**src/rtl/uart_rx_io.sv**
```systemverilog
`default_nettype none
// ============================================================================
// Module   : uart_rx_io
// Purpose  : 8N1 UART receive front-end feeding a small show-ahead FIFO.
//            The FIFO head drives the core's IO data line, and a level
//            interrupt is raised while any byte is waiting. The core pops
//            one byte per cycle of ack_i.
// Ports    : clk_i       - system clock, rising edge
//            rst_i       - asynchronous active-high reset
//            rx_i        - serial line, idle high, asynchronous to clk_i
//            ack_i       - pop strobe for the FIFO head
//            irq_o       - high while the FIFO holds at least one byte
//            io_data_o   - FIFO head byte, 8'h00 when empty
//            frame_err_o - 1-cycle pulse, stop bit sampled low, byte dropped
//            overrun_o   - 1-cycle pulse, good byte dropped, FIFO full
// Revision : 1.0 - initial release
// ============================================================================
module uart_rx_io #(
    parameter int CLKS_PER_BIT = 868,
    parameter int FIFO_DEPTH   = 4
) (
    input  logic       clk_i,
    input  logic       rst_i,
    input  logic       rx_i,
    input  logic       ack_i,
    output logic       irq_o,
    output logic [7:0] io_data_o,
    output logic       frame_err_o,
    output logic       overrun_o
);

    localparam int CNT_W = $clog2(CLKS_PER_BIT);
    localparam int PTR_W = $clog2(FIFO_DEPTH);

    localparam logic [1:0] c_idle  = 2'd0;
    localparam logic [1:0] c_start = 2'd1;
    localparam logic [1:0] c_data  = 2'd2;
    localparam logic [1:0] c_stop  = 2'd3;

    // Start bit is re-checked at its midpoint; every later bit is sampled
    // one full bit period after that, which lands near each bit centre.
    localparam logic [CNT_W-1:0] c_half_last = CNT_W'(CLKS_PER_BIT / 2 - 1);
    localparam logic [CNT_W-1:0] c_bit_last  = CNT_W'(CLKS_PER_BIT - 1);
    localparam logic [PTR_W:0]   c_depth     = (PTR_W + 1)'(FIFO_DEPTH);

    logic             r_rx_meta;
    logic             r_rx_s;
    logic [1:0]       r_state;
    logic [CNT_W-1:0] r_cnt;
    logic [2:0]       r_bit_idx;
    logic [7:0]       r_shift;
    logic             r_frame_err;
    logic             r_overrun;

    logic [7:0]       r_mem [FIFO_DEPTH];
    logic [PTR_W-1:0] r_wr_ptr;
    logic [PTR_W-1:0] r_rd_ptr;
    logic [PTR_W:0]   r_count;

    logic             w_stop_sample;
    logic             w_push_req;
    logic             w_push;
    logic             w_pop;

    // Two-flop synchroniser; idles high so reset never looks like a start bit.
    always_ff @(posedge clk_i or posedge rst_i) begin
        if (rst_i) begin
            r_rx_meta <= 1'b1;
            r_rx_s    <= 1'b1;
        end else begin
            r_rx_meta <= rx_i;
            r_rx_s    <= r_rx_meta;
        end
    end

    assign w_stop_sample = (r_state == c_stop) && (r_cnt == c_bit_last);
    assign w_push_req    = w_stop_sample && r_rx_s;
    assign w_pop         = ack_i && (r_count != '0);
    // When full, a same-cycle pop frees the slot the push needs.
    assign w_push        = w_push_req && ((r_count != c_depth) || ack_i);

    always_ff @(posedge clk_i or posedge rst_i) begin
        if (rst_i) begin
            r_state     <= c_idle;
            r_cnt       <= '0;
            r_bit_idx   <= 3'd0;
            r_shift     <= 8'h00;
            r_frame_err <= 1'b0;
            r_overrun   <= 1'b0;
        end else begin
            // Both pulses derive from the single stop-sample cycle with
            // opposite rx_s polarity, so they can never coincide.
            r_frame_err <= w_stop_sample && !r_rx_s;
            r_overrun   <= w_push_req && !w_push;
            case (r_state)
                c_idle: begin
                    r_cnt <= '0;
                    if (!r_rx_s) begin
                        r_state <= c_start;
                    end
                end
                c_start: begin
                    if (r_cnt == c_half_last) begin
                        r_cnt <= '0;
                        if (!r_rx_s) begin
                            r_state   <= c_data;
                            r_bit_idx <= 3'd0;
                        end else begin
                            r_state <= c_idle;
                        end
                    end else begin
                        r_cnt <= r_cnt + 1'b1;
                    end
                end
                c_data: begin
                    if (r_cnt == c_bit_last) begin
                        r_cnt   <= '0;
                        r_shift <= {r_rx_s, r_shift[7:1]};
                        if (r_bit_idx == 3'd7) begin
                            r_state <= c_stop;
                        end else begin
                            r_bit_idx <= r_bit_idx + 1'b1;
                        end
                    end else begin
                        r_cnt <= r_cnt + 1'b1;
                    end
                end
                c_stop: begin
                    if (r_cnt == c_bit_last) begin
                        r_cnt   <= '0;
                        r_state <= c_idle;
                    end else begin
                        r_cnt <= r_cnt + 1'b1;
                    end
                end
                default: begin
                    r_state <= c_idle;
                    r_cnt   <= '0;
                end
            endcase
        end
    end

    always_ff @(posedge clk_i or posedge rst_i) begin
        if (rst_i) begin
            r_wr_ptr <= '0;
            r_rd_ptr <= '0;
            r_count  <= '0;
        end else begin
            if (w_push) begin
                r_wr_ptr <= r_wr_ptr + 1'b1;
            end
            if (w_pop) begin
                r_rd_ptr <= r_rd_ptr + 1'b1;
            end
            case ({w_push, w_pop})
                2'b10:   r_count <= r_count + 1'b1;
                2'b01:   r_count <= r_count - 1'b1;
                default: r_count <= r_count;
            endcase
        end
    end

    // Storage needs no reset: the output mux hides it whenever count is 0.
    always_ff @(posedge clk_i) begin
        if (w_push) begin
            r_mem[r_wr_ptr] <= r_shift;
        end
    end

    assign irq_o       = (r_count != '0);
    assign io_data_o   = irq_o ? r_mem[r_rd_ptr] : 8'h00;
    assign frame_err_o = r_frame_err;
    assign overrun_o   = r_overrun;

endmodule
`default_nettype wire

```
**config.mk**
```make
export PLATFORM = sky130hd
export DESIGN_NAME = uart_rx_io
export DESIGN_NICKNAME = d
export VERILOG_FILES = /design/src/rtl/uart_rx_io.sv
export SDC_FILE = /design/constraint.sdc
export NUM_CORES = 1
export LEC_CHECK = 0
export ABC_CLOCK_PERIOD_IN_PS = 2820
export BUFFER_PORTS_ARGS = -buffer_cell sky130_fd_sc_hd__buf_2
export CORE_MARGIN = 2
export CORE_UTILIZATION = 55
export CTS_CLUSTER_SIZE = 14
export DETAILED_ROUTE_END_ITERATION = 10
export GPL_TIMING_DRIVEN = 1
export PLACE_DENSITY = 0.85
export SLEW_MARGIN = 30
export SYNTH_ARGS = -nofsm -noshare
export SYNTH_HDL_FRONTEND = slang
export SYNTH_SLANG_ARGS = --single-unit
```
**constraint.sdc**
```tcl
create_clock -name clk_i -period 2.82 [get_ports clk_i]
set_clock_uncertainty 0.05 [all_clocks]
set_input_delay 0.141 -clock clk_i [delete_from_list [all_inputs] [get_ports clk_i]]
set_output_delay 0.141 -clock clk_i [all_outputs]
set_load 0.01 [all_outputs]
```
Word-level counts from Yosys, hierarchy flattened

Memory sizes are Yosys's and may differ from the RTL's.
Cells that the tools add are included.

Bits in registers: 34
Logic and storage cells: 70
Memories: 1
Input bits: 4
RAM bits: 32
Output and inout bits: 11

Memories:

| memory | depth | width | rd ports | clocked after Yosys merged registers in | write ports | RTL line | source |
|---|---|---|---|---|---|---|---|
| r_mem  | 4     | 8     | 1        | 0                                       | 1           | 55       | `logic [7:0] r_mem [FIFO_DEPTH];` |

Multiplexer cells: 19
Reductions and logical operators: 17
Add/subtract/negate cells: 6
Eq/ne operators: 16

Operators by type and width:

| cell                                                 | count |
|---|---|
| one-hot mux 10 bit (3 select lines)                  | 1 |
| two-way mux 10 bit                                   | 2 |
| two-way mux 2 bit                                    | 6 |
| two-way mux 3 bit                                    | 4 |
| != test 2 bit, second input constant                 | 6 |
| one-hot mux 3 bit (2 select lines)                   | 2 |
| adder 10 x 1 -> 10 bit, second input constant        | 1 |
| equality test 10 bit, second input constant          | 1 |
| equality test 10 x 9 -> 1 bit, second input constant | 1 |
| AND reduction 5 bit                                  | 2 |
| two-way mux 8 bit                                    | 1 |
| one-hot mux 2 bit (4 select lines)                   | 1 |
| adder 3 x 1 -> 3 bit, second input constant          | 2 |
| equality test 2 bit, second input constant           | 3 |
| logical AND 1 bit                                    | 6 |
| adder 2 x 1 -> 2 bit, second input constant          | 2 |
| equality test 2 x 1 -> 1 bit, second input constant  | 2 |
| nonzero test 2 bit                                   | 2 |
| equality test 3 bit, second input constant           | 1 |
| != test 3 bit, second input constant                 | 1 |
| nonzero test 3 bit                                   | 1 |
| subtractor 3 x 1 -> 3 bit, second input constant     | 1 |
| zero test 1 bit                                      | 2 |
| zero test 2 bit                                      | 1 |
| 5 further kinds                                      | 6 |

Longest topological paths before layout

Gate-level depths: netlist of the first run.

Depth after elaboration: 6
Depth in mapped cells: 11
Mapped depth without buffers: 11

Worst setup path after synthesis of the first run

Ideal clock, no wire load.

Kind: reg2reg
Start point: reg r_cnt[0]
End point: reg r_count[2]
Required time: 2,645 ps
Slack: 467 ps
Cell stages (with the launch flop): 12
Arrival time: 2,178 ps
Path through: dfrtp_1 -> ha_1 -> and4b_1 -> nand4_2 -> nor4b_4 -> inv_1 -> ha_1 -> inv_1 -> fa_1 -> xor2_1 -> nor2_1 -> xor2_1

Word-level cells in the longest chain between the ends: 6

RTL lines:

| element                                                                  | RTL line | source |
|---|---|---|
| start: declaration                                                       | 49       | `logic [CNT_W-1:0] r_cnt;` |
| start signal: assignment                                                 | 112      | `r_cnt <= r_cnt + 1'b1;` |
| start signal: assignment                                                 | 125      | `r_cnt <= r_cnt + 1'b1;` |
| start signal: assignment                                                 | 133      | `r_cnt <= r_cnt + 1'b1;` |
| equality test 10 bit *                                                   | 76       | `assign w_stop_sample = (r_state == c_stop) && (r_cnt == c_bit_last);` |
| logical AND 1 bit *                                                      | 76       |  |
| logical AND 1 bit *                                                      | 77       | `assign w_push_req = w_stop_sample && r_rx_s;` |
| logical AND 1 bit *                                                      | 80       | `assign w_push = w_push_req && ((r_count != c_depth) \|\| ack_i);` |
| equality test 2 x 1 -> 1 bit or equality test 2 bit (tied branches)      | 156      | `case ({w_push, w_pop})` |
| one-hot mux 3 bit (2 select lines) or nonzero test 2 bit (tied branches) | --       |  |
| end signal: assignment                                                   | 157      | `2'b10: r_count <= r_count + 1'b1;` |
| end signal: assignment                                                   | 158      | `2'b01: r_count <= r_count - 1'b1;` |
| end signal: assignment                                                   | 159      | `default: r_count <= r_count;` |
| end: declaration                                                         | 58       | `logic [PTR_W:0] r_count;` |

Every way passes the cells marked *; elsewhere a longest branch is shown, timed or not.
A chain may end at the register's enable or synchronous reset.

Worst setup path in the final report of the first run

Same ends and word-level chain as after synthesis.

==> results of run 1 <==
kinds of logic after synthesis:
logic type / Yosys count / share of synthesized area
DFF: 66 / 0.629
muxes: 18 / 0.102
AOI/OAI and AO/OA: 10 / 0.0295
adders and majority gates: 10 / 0.0460
and+or+nand+nor: 60 / 0.130
xor gates and xnor gates: 14 / 0.0425
buffers and inverters: 15 / 0.0204
layout by cell type (no fill, tap or decap), drive strengths merged, types with 2 or more instances in the layout:
cell,n
dfrtp,32
edfxtp,32
buf,18
nor2,16
and2,14
inv,10
ha,9
clkbuf,9
mux2,9
xnor2,8
mux4,8
xor2,6
nand2,5
and3,4
nand3,4
a22o,4
nand4,4
clkinv,4
nor3,3
nor3b,3
bufinv,2
dlygate4sd3,2
dfstp,2
nor4b,2
state kept, by name, indices dropped and copies added (netlist names), named ones only:
name,cells
r_rx_s,1
frame_err_o,1
r_count,3
r_bit_idx,3
r_shift,8
r_cnt,10
r_wr_ptr,2
r_rd_ptr,2
r_rx_meta,1
r_mem,32
r_state,1
overrun_o,1
worst paths after layout:
kind | endpoint | from | slack [ns] | depth (start not counted)
min in group asynchronous | r_shift[1] | rst_i | 0.38 | 4
hold / removal | r_rd_ptr[0] | ack_i | 0.17 | 3
max in group asynchronous | r_rx_s | rst_i | 1.99 | 4
setup / recovery | r_count[2] | r_cnt[0] | 0.50 | 11
setup reg to reg | r_count[2] | r_cnt[0] | 0.50 | 11
hold reg to reg | r_rx_s | r_rx_meta | 0.33 | 0
power groups by stage:
| stage | clock network (mW) | registers [mW] | logic (mW) |
|---|---|---|---|
| after floorplan | 0 | 1.08 | 0.221 |
| after global placement | 0 | 1.15 | 0.193 |
| after detailed placement | 0 | 1.15 | 0.202 |
| after CTS | 0.869 | 1.13 | 0.205 |
| after global routing | 0.910 | 1.15 | 0.227 |
| final | 0.850 | 1.13 | 0.202 |
repair_timing:
action | 4_1_cts | 5_1_grt
endpoints found under the setup margin | 0 | 0
hold buffers | 2 | 0
gates resized for setup | 0 | 0
endpoints found under the hold margin | 33 | 0
layout make-up:
cell class,instances,area [µm²]
clock buffer,9,124
clock inverter,7,93.8
fill,382,1790
inverter,10,37.5
multi-input combinational,112,1010
sequential,66,1810
tap,70,87.6
timing repair buffer,20,120
stage by stage:
step                      instance area (µm²)  cells  hold slack [ns]   util  setup WS, ns
after global routing                     3290    294            0.180  0.648         0.314
final                                    3290    294            0.174  0.648         0.501
after global placement                   3050    276            0.196  0.601         0.566
after detailed placement                 3050    276            0.199  0.601         0.493
after floorplan                          2880    193           0.0955      -         0.467
after CTS                                3290    294            0.156  0.648         0.484
worst max-delay path: cells and delay by family (launching register included):
family	cells	cell delay, ns
XOR/XNOR	2	0.29
flip-flops	1	0.41
adder cells (fa/ha/maj)	3	0.60
buffers and inverters	2	0.14
AND/OR/NAND/NOR	4	0.72
per-layer routing:
| layer | global-route usage | wire length (µm) |
|---|---|---|
| met1 | 0.243 | 2100 |
| met2 | 0.258 | 2130 |
| met3 | 0.0427 | 136 |
| met4 | 0.0818 | 72 |
| met5 | 0 | 0 |
==> flow_summary.ini, run 1 <==
[run_status]
status = finished, final reports clean

[clock_network]
cts_buffer_depth = 2
clk_pin_slew_ns = 0.07
cts_tree = built
clockRootBuffer = clkbuf_8
cts_max_level = 3
cts_sinks = 66
post_cts_buffers = 0
clk_latency_ns = 0.34
tritoncts.num_buffers = 9

[logic_synthesis]
yosys.area.top_type = edfxtp_1
synth_nets = 207
synthFlopType = edfxtp_1
seq_area_frac_synth = 0.629
ys_async_sr_fraction = 0.515
synth_common_cells = 32 x dfrtp_1, 32 x edfxtp_1, 15 x nor2_1
synth.area.top_cells = edfxtp_1 33%, dfrtp_1 28%, mux4_2 6.2%
netlist_instances = 193
avgSynthCellArea_um2 = 14.9
syn_area_um2 = 2880
ys_ff_latch = 66
yosysUniqueCellTypes = 39
ys.warnings.count = 0
yosysTopAreaCellShare = 0.333
synth-edff-count = 32

[timing]
period_share = 0.822
final_max_slew_viol_count = 0
finalSetupTns_ns = 0
tightest_slew_ns = 0.586
finalHoldViolations = 0
maxSlewHeadroom = 0.609
finalSetupViolCount = 0
period_needed_ns = 2.32
grt_setup_unrepaired = no
max_freq_mhz = 431

[global_routing]
grt_pass1_vias = 1555
antenna_found_initial = 0
grt_overflow_total = 0
grt_use_total = 0.173
grt_pass1_wl_um = 7650
grt_max_degree = 35

[detailed_routing]
firstDrtPassIters = 4
postRouteAntennaNets = 0
postRouteWirelength_um = 4440
via_per_inst = 5.27
num_vias = 1548
drc_errors = 0
drtIter0Drc = 93
avgRoutedWirePerCell_um = 15.1

[pwr]
pwr-share-comb = 0.092
ir_worst_vdd_mv = 0.334
switching_power_mw = 0.531
seq_power_share = 0.518
internal-power_mw = 1.65
swShare = 0.243
clkPwrFrac = 0.389
powerDensity_nw_per_um2 = 664
power_leakage_nw = 1.51
p_total_mw = 2.18

[critical_path]
arrival_ns = 2.49
worst_setup_path_end_kind = flip-flop
critPathKind = flip-flop to flip-flop
start_kind = flip-flop
cp_data_required_time_ns = 2.99
cp_slowest_cell = dfrtp_1
cpPeakStageDelay_ns = 0.41
crit_fanout = 5
path_cells = ha_1 -> and4b_1 -> nand4_2 -> nor4b_4 -> inv_1 -> ha_1 -> inv_1 -> fa_1 -> xor2_1 -> nor2_1 -> xor2_1

[hold_path]
hold_class = primary input to flip-flop

[placement]
io_buffers = 14
place_congestion = 0.820
dp_hpwl_um = 2920

[die]
dieWidth_um = 76.4
start_util = 0.568
ios = 15
rows = 26
die_h_um = 76.4
die_area_um2 = 5840
core_um2 = 5070

[cells_and_area]
syn2layout_area_growth_pct = 14.0
drive_above_1_share = 0.259
layout.nets = 233
antennaDiodeCount = 0

[job]
cap_violations = 0
Power figures use the tool's default switching activity.
==> run 2: changes to the inputs <==
- ABC_CLOCK_PERIOD_IN_PS: 2820 -> 2300
- clock period: 2.82 -> 2.3 ns (I/O delays scaled with it)
==> run 2 against run 1 <==
  * Via count up 2.0%
  * Register-to-register slack worse by 0.42 ns
  * Total power up 19%
  * Cell count up 2.7%
  * Largest cell class unchanged
==> flow_summary.ini, run 2 (same netlist as run 1, synthesis figures left out) <==
[timing]
finalHoldViolations = 0
hold_slack_ns = 0.147
period_needed_ns = 2.22
final_max_slew_viol_count = 0
period_share = 0.964
finalSetupViolCount = 0
max_freq_mhz = 451
tightest_slew_ns = 0.444
maxSlewHeadroom = 0.704
grt_setup_unrepaired = yes
finalSetupTns_ns = 0

[clock_network]
tritoncts.num_buffers = 9
cts_tree = built
cts_max_level = 3
clockRootBuffer = clkbuf_8
cts_buffer_depth = 2
cts_sinks = 66
clk_latency_ns = 0.34
clk_pin_slew_ns = 0.07

[placement]
io_buffers = 14
dp_hpwl_um = 3010
dp.cells = 280
placed_cell_area_um2 = 3080
place_congestion = 0.833

[detailed_routing]
num_vias = 1579
drc_errors = 0
postRouteAntennaNets = 0
via_per_inst = 5.23
postRouteWirelength_um = 4530
drtIter0Drc = 111
avgRoutedWirePerCell_um = 15.0
firstDrtPassIters = 4

[die]
ios = 15
rows = 26
dieWidth_um = 76.4
die_area_um2 = 5840
die_h_um = 76.4
start_util = 0.568
core_um2 = 5070

[pwr]
ir_worst_vdd_mv = 0.523
pwr-share-comb = 0.111
powerDensity_nw_per_um2 = 778
internal-power_mw = 1.94
power_leakage_nw = 1.53
switching_power_mw = 0.661
seq_power_share = 0.525
clkPwrFrac = 0.364
swShare = 0.255

[hold_path]
hold_depth = 3
hold_class = primary input to flip-flop
worstHoldEndpoint = r_rd_ptr[0]
hp-start = ack_i

[critical_path]
crit_buf_inv = 3
cp_data_required_time_ns = 2.52
crit_family = adder cells
r2r-end = r_count[2]
arrival_ns = 2.43
crit_fanout = 4
rr_worst_depth = 10
regToRegStartpoint = r_count[0]
worst_setup_path_end_kind = flip-flop
critPathKind = flip-flop to flip-flop
cp_slowest_cell = dfrtp_1
cpPeakStageDelay_ns = 0.42
rrSetupSlack_ns = 0.08
path_cells = nor4b_1 -> buf_4 -> nor4b_4 -> inv_1 -> ha_2 -> inv_1 -> fa_1 -> xor2_1 -> nor2_1 -> xor2_1
start_kind = flip-flop

[cells_and_area]
fillers = 381
final_cell_mix = 32 x edfxtp_1, 31 x dfrtp_1, 15 x nor2_1, 14 x buf_2, 13 x and2_1
top_register = r_mem
final_common_cell = edfxtp_1
drive_above_1_share = 0.306
largest_reg_flops = 32
antennaDiodeCount = 0
layout.nets = 241
layout.cells.non_filler = 302
seq_area_um2 = 1820
top_regs = r_mem: 32 flops, r_cnt: 10 flops, r_shift: 8 flops
multi_input_area_um2 = 1030
final_area_um2 = 3340
syn2layout_area_growth_pct = 15.8

[run_status]
status = finished, final reports clean

[global_routing]
grt_pass1_wl_um = 7400
grt_max_degree = 35
antenna_found_initial = 0
grt_use_total = 0.170
grt_pass1_vias = 1592
grt_overflow_total = 0

[job]
cap_violations = 0
==> run 2: changes by cell type in the layout (fill, tap and decap cells not counted), moves of 2 or more <==
cell | previous run | this run
clkinv_4 | 2 | 0
clkinv_2 | 1 | 3
ha_1 | 9 | 7
buf_4 | 4 | 12
==> run 2: how the worst max path moves through the flow <==
| stage | start | end | slack [ns] | cells after the start |
|---|---|---|---|---|
| 4_1_cts | r_count[0] | r_count[2] | 0.05 | 10 |
| 3_3_place_gp | r_cnt[1] | r_count[2] | 0.13 | 11 |
| 3_5_place_dp | r_cnt[1] | r_count[2] | 0.01 | 11 |
| 5_1_grt | r_cnt[1] | r_count[2] | -0.03 | 11 |
| 6_report | r_count[0] | r_count[2] | 0.08 | 10 |
| 2_1_floorplan | r_cnt[0] | r_count[2] | 0.01 | 11 |
==> run 2: area by class of cell <==
type                            instances  share of cell area
Inverter                               10              0.0112
Clock buffer                            9              0.0371
Timing Repair Buffer                   28              0.0539
Tap cell                               70              0.0262
Sequential cell                        66               0.543
Multi-Input combinational cell        112               0.307
Clock inverter                          7              0.0206
==> run 2: power groups by stage <==
stage	sequential (mW)	combinational (mW)	clock, mW
detailed placement	1.39	0.293	0
global placement	1.39	0.281	0
CTS	1.37	0.296	0.959
floorplan	1.33	0.270	0
global route	1.38	0.323	1.00
finish	1.36	0.290	0.945
==> run 2: repair_timing <==
action / 4_1_cts / 5_1_grt
hold endpoints to repair: 33 / 0
pin swaps: 0 / 5
gates cloned: 0 / 0
hold buffers: 2 / 0
buffers inserted: 1 / 3
resized for setup: 1 / 4
endpoints found under the setup margin: 1 / 26
==> run 2: metal layers <==
metal | routed length, µm | global-route usage | up-vias
met3 | 144 | 0.0592 | 6
met2 | 2280 | 0.280 | 27
met4 | 64 | 0.0673 | 0
met5 | 0 | 0 | -
li1 | - | - | 761
met1 | 2040 | 0.208 | 785
==> run 2: per-stage QoR <==
step / util / setup slack [ns] / power (mW)
after floorplan: - / 0.0127 / 1.60
after CTS: 0.651 / 0.0542 / 2.62
after global placement: 0.607 / 0.134 / 1.67
final: 0.658 / 0.0830 / 2.60
after global routing: 0.658 / -0.0297 / 2.71
after detailed placement: 0.607 / 0.0142 / 1.68
==> run 2: tightest hold or removal path: cells and delay by family <==
| kind | cells | cell delay (ns) |
|---|---|---|
| xor gates and xnor gates | 1 | 0.08 |
| and+or+nand+nor | 1 | 0.21 |
| buffers and inverters | 1 | 0.09 |
==> run 3: changes to the inputs <==
- CORE_UTILIZATION: 55 -> 54
- PLACE_DENSITY: 0.85 -> 0.84
==> run 3 against run 2 <==
  * Combinational power rose by 9.7%
  * Die area rose by 1.7%
  * Final area rose by 1.4%
  * First-iteration DRC count fell by 4.5%
  * Routed wire length rose by 5.5%
  * Count of clock-buffer cells in the layout did not move
  * Highest routed layer unchanged
  * Worst hold slack improved by 0.020 ns
==> flow_summary.ini, run 3 (same netlist as run 1, synthesis figures left out) <==
[critical_path]
rr_worst_depth = 10
rrSetupSlack_ns = 0.01
regToRegStartpoint = r_cnt[2]
critPathKind = flip-flop to flip-flop
arrival_ns = 2.49
r2r-end = r_count[2]
cp_data_required_time_ns = 2.50
crit_fanout = 5
crit_path_end = r_count[2]
crit_start = r_cnt[2]
start_kind = flip-flop
worst_setup_path_end_kind = flip-flop

[timing]
finalSetupViolCount = 0
period_needed_ns = 2.29
maxSlewHeadroom = 0.674
grt_setup_unrepaired = yes
period_share = 0.995
tightest_slew_ns = 0.489
final_max_slew_viol_count = 0
finalSetupTns_ns = 0
max_freq_mhz = 437
finalHoldViolations = 0
layout_setup_ws_ns = 0.0119

[cells_and_area]
drive_above_1_share = 0.313
final_area_um2 = 3390
multi_input_area_um2 = 1030
final_cell_mix = 32 x dfrtp_1, 32 x edfxtp_1, 15 x nor2_1, 14 x and2_1, 14 x buf_2
fillers = 389
post-route-util = 0.659
antennaDiodeCount = 0
syn2layout_area_growth_pct = 17.5
seq_area_um2 = 1810
top_register = r_mem
largest_reg_flops = 32
top_regs = r_mem: 32 flops, r_cnt: 10 flops, r_shift: 8 flops
layout.nets = 242

[clock_network]
tritoncts.num_buffers = 9
cts_max_level = 3
cts_buffer_depth = 2
clk_pin_slew_ns = 0.08
cts_sinks = 66
clockRootBuffer = clkbuf_8
cts_tree = built
clk_latency_ns = 0.34

[global_routing]
globalRouteMet3Util = 0.0471
grt-busiest-layer = met2
gr-usage-met1 = 0.223
grt_overflow_total = 0
antenna_found_initial = 0
grt_pass1_wl_um = 7750
grt_max_degree = 35
grtUsageMet2 = 0.270
grt_pass1_vias = 1632
grt_use_total = 0.173

[die]
die_h_um = 77.1
core_um2 = 5140
die_area_um2 = 5940
start_util = 0.561
dieWidth_um = 77.1
ios = 15
rows = 26

[pwr]
ir_worst_vdd_mv = 0.507
powerDensity_nw_per_um2 = 815
p_total_mw = 2.76
power_leakage_nw = 1.55

[job]
cap_violations = 0

[hold_path]
hp-start = ack_i
hold_class = primary input to flip-flop

[detailed_routing]
via_per_inst = 5.34
num_vias = 1617
drtIter0Drc = 106
postRouteWirelength_um = 4780
postRouteAntennaNets = 0
firstDrtPassIters = 4
avgRoutedWirePerCell_um = 15.8
drc_errors = 0

[placement]
dp_hpwl_um = 3020
io_buffers = 14
placed_cell_area_um2 = 3080
post-place-ws_ns = 0.0496
place_congestion = 0.856

[run_status]
status = finished, final reports clean
## run 3: area by class of cell
cell class                      count  area share
Inverter                           10      0.0111
Sequential cell                    66       0.535
Timing Repair Buffer               29      0.0554
Clock inverter                      7      0.0303
Tap cell                           70      0.0258
Multi-Input combinational cell    112       0.305
Clock buffer                        9      0.0366
## run 3: timing repair
action	in CTS	in global routing
setup buffers	0	5
hold buffers	2	0
hold endpoints to repair	33	0
resized for setup	0	6
endpoints found under the setup margin	0	34
## run 3: worst min path at each step
stage / to / slack (ns) / cells after the start
detailed placement: r_rx_meta / 0.17 / 1
floorplan: r_rx_meta / 0.07 / 0
global placement: r_rx_meta / 0.17 / 1
finish: overrun_o / 0.17 / 5
global route: overrun_o / 0.19 / 5
CTS: r_rd_ptr[0] / 0.14 / 3
## run 3: power by group
part | total [mW] | switching [mW] | internal, mW
combinational | 0.318 | 0.148 | 0.171
sequential | 1.37 | 0.0916 | 1.28
clock | 1.07 | 0.455 | 0.619
total | 2.76 | 0.694 | 2.07
## run 3: layer usage
layer | up-vias | part of all wire
li1 | 763 | -
met1 | 800 | 0.43
met2 | 40 | 0.49
met3 | 14 | 0.051
met4 | 0 | 0.023
met5 | - | 0
## run 3: critical path, cell delays in order, from the launching register on
cell	delay, ns
dfrtp_1	0.45
nor3b_4	0.27
nand4_2	0.18
nor4b_4	0.31
inv_1	0.08
ha_2	0.19
inv_2	0.06
fa_2	0.19
xor2_1	0.06
nor2_1	0.16
xor2_1	0.20
## run 3: per-stage QoR
step	instances	hold slack [ns]
after detailed placement	280	0.171
after CTS	298	0.140
after global routing	303	0.191
final	303	0.167
after global placement	280	0.170
after floorplan	193	0.0695
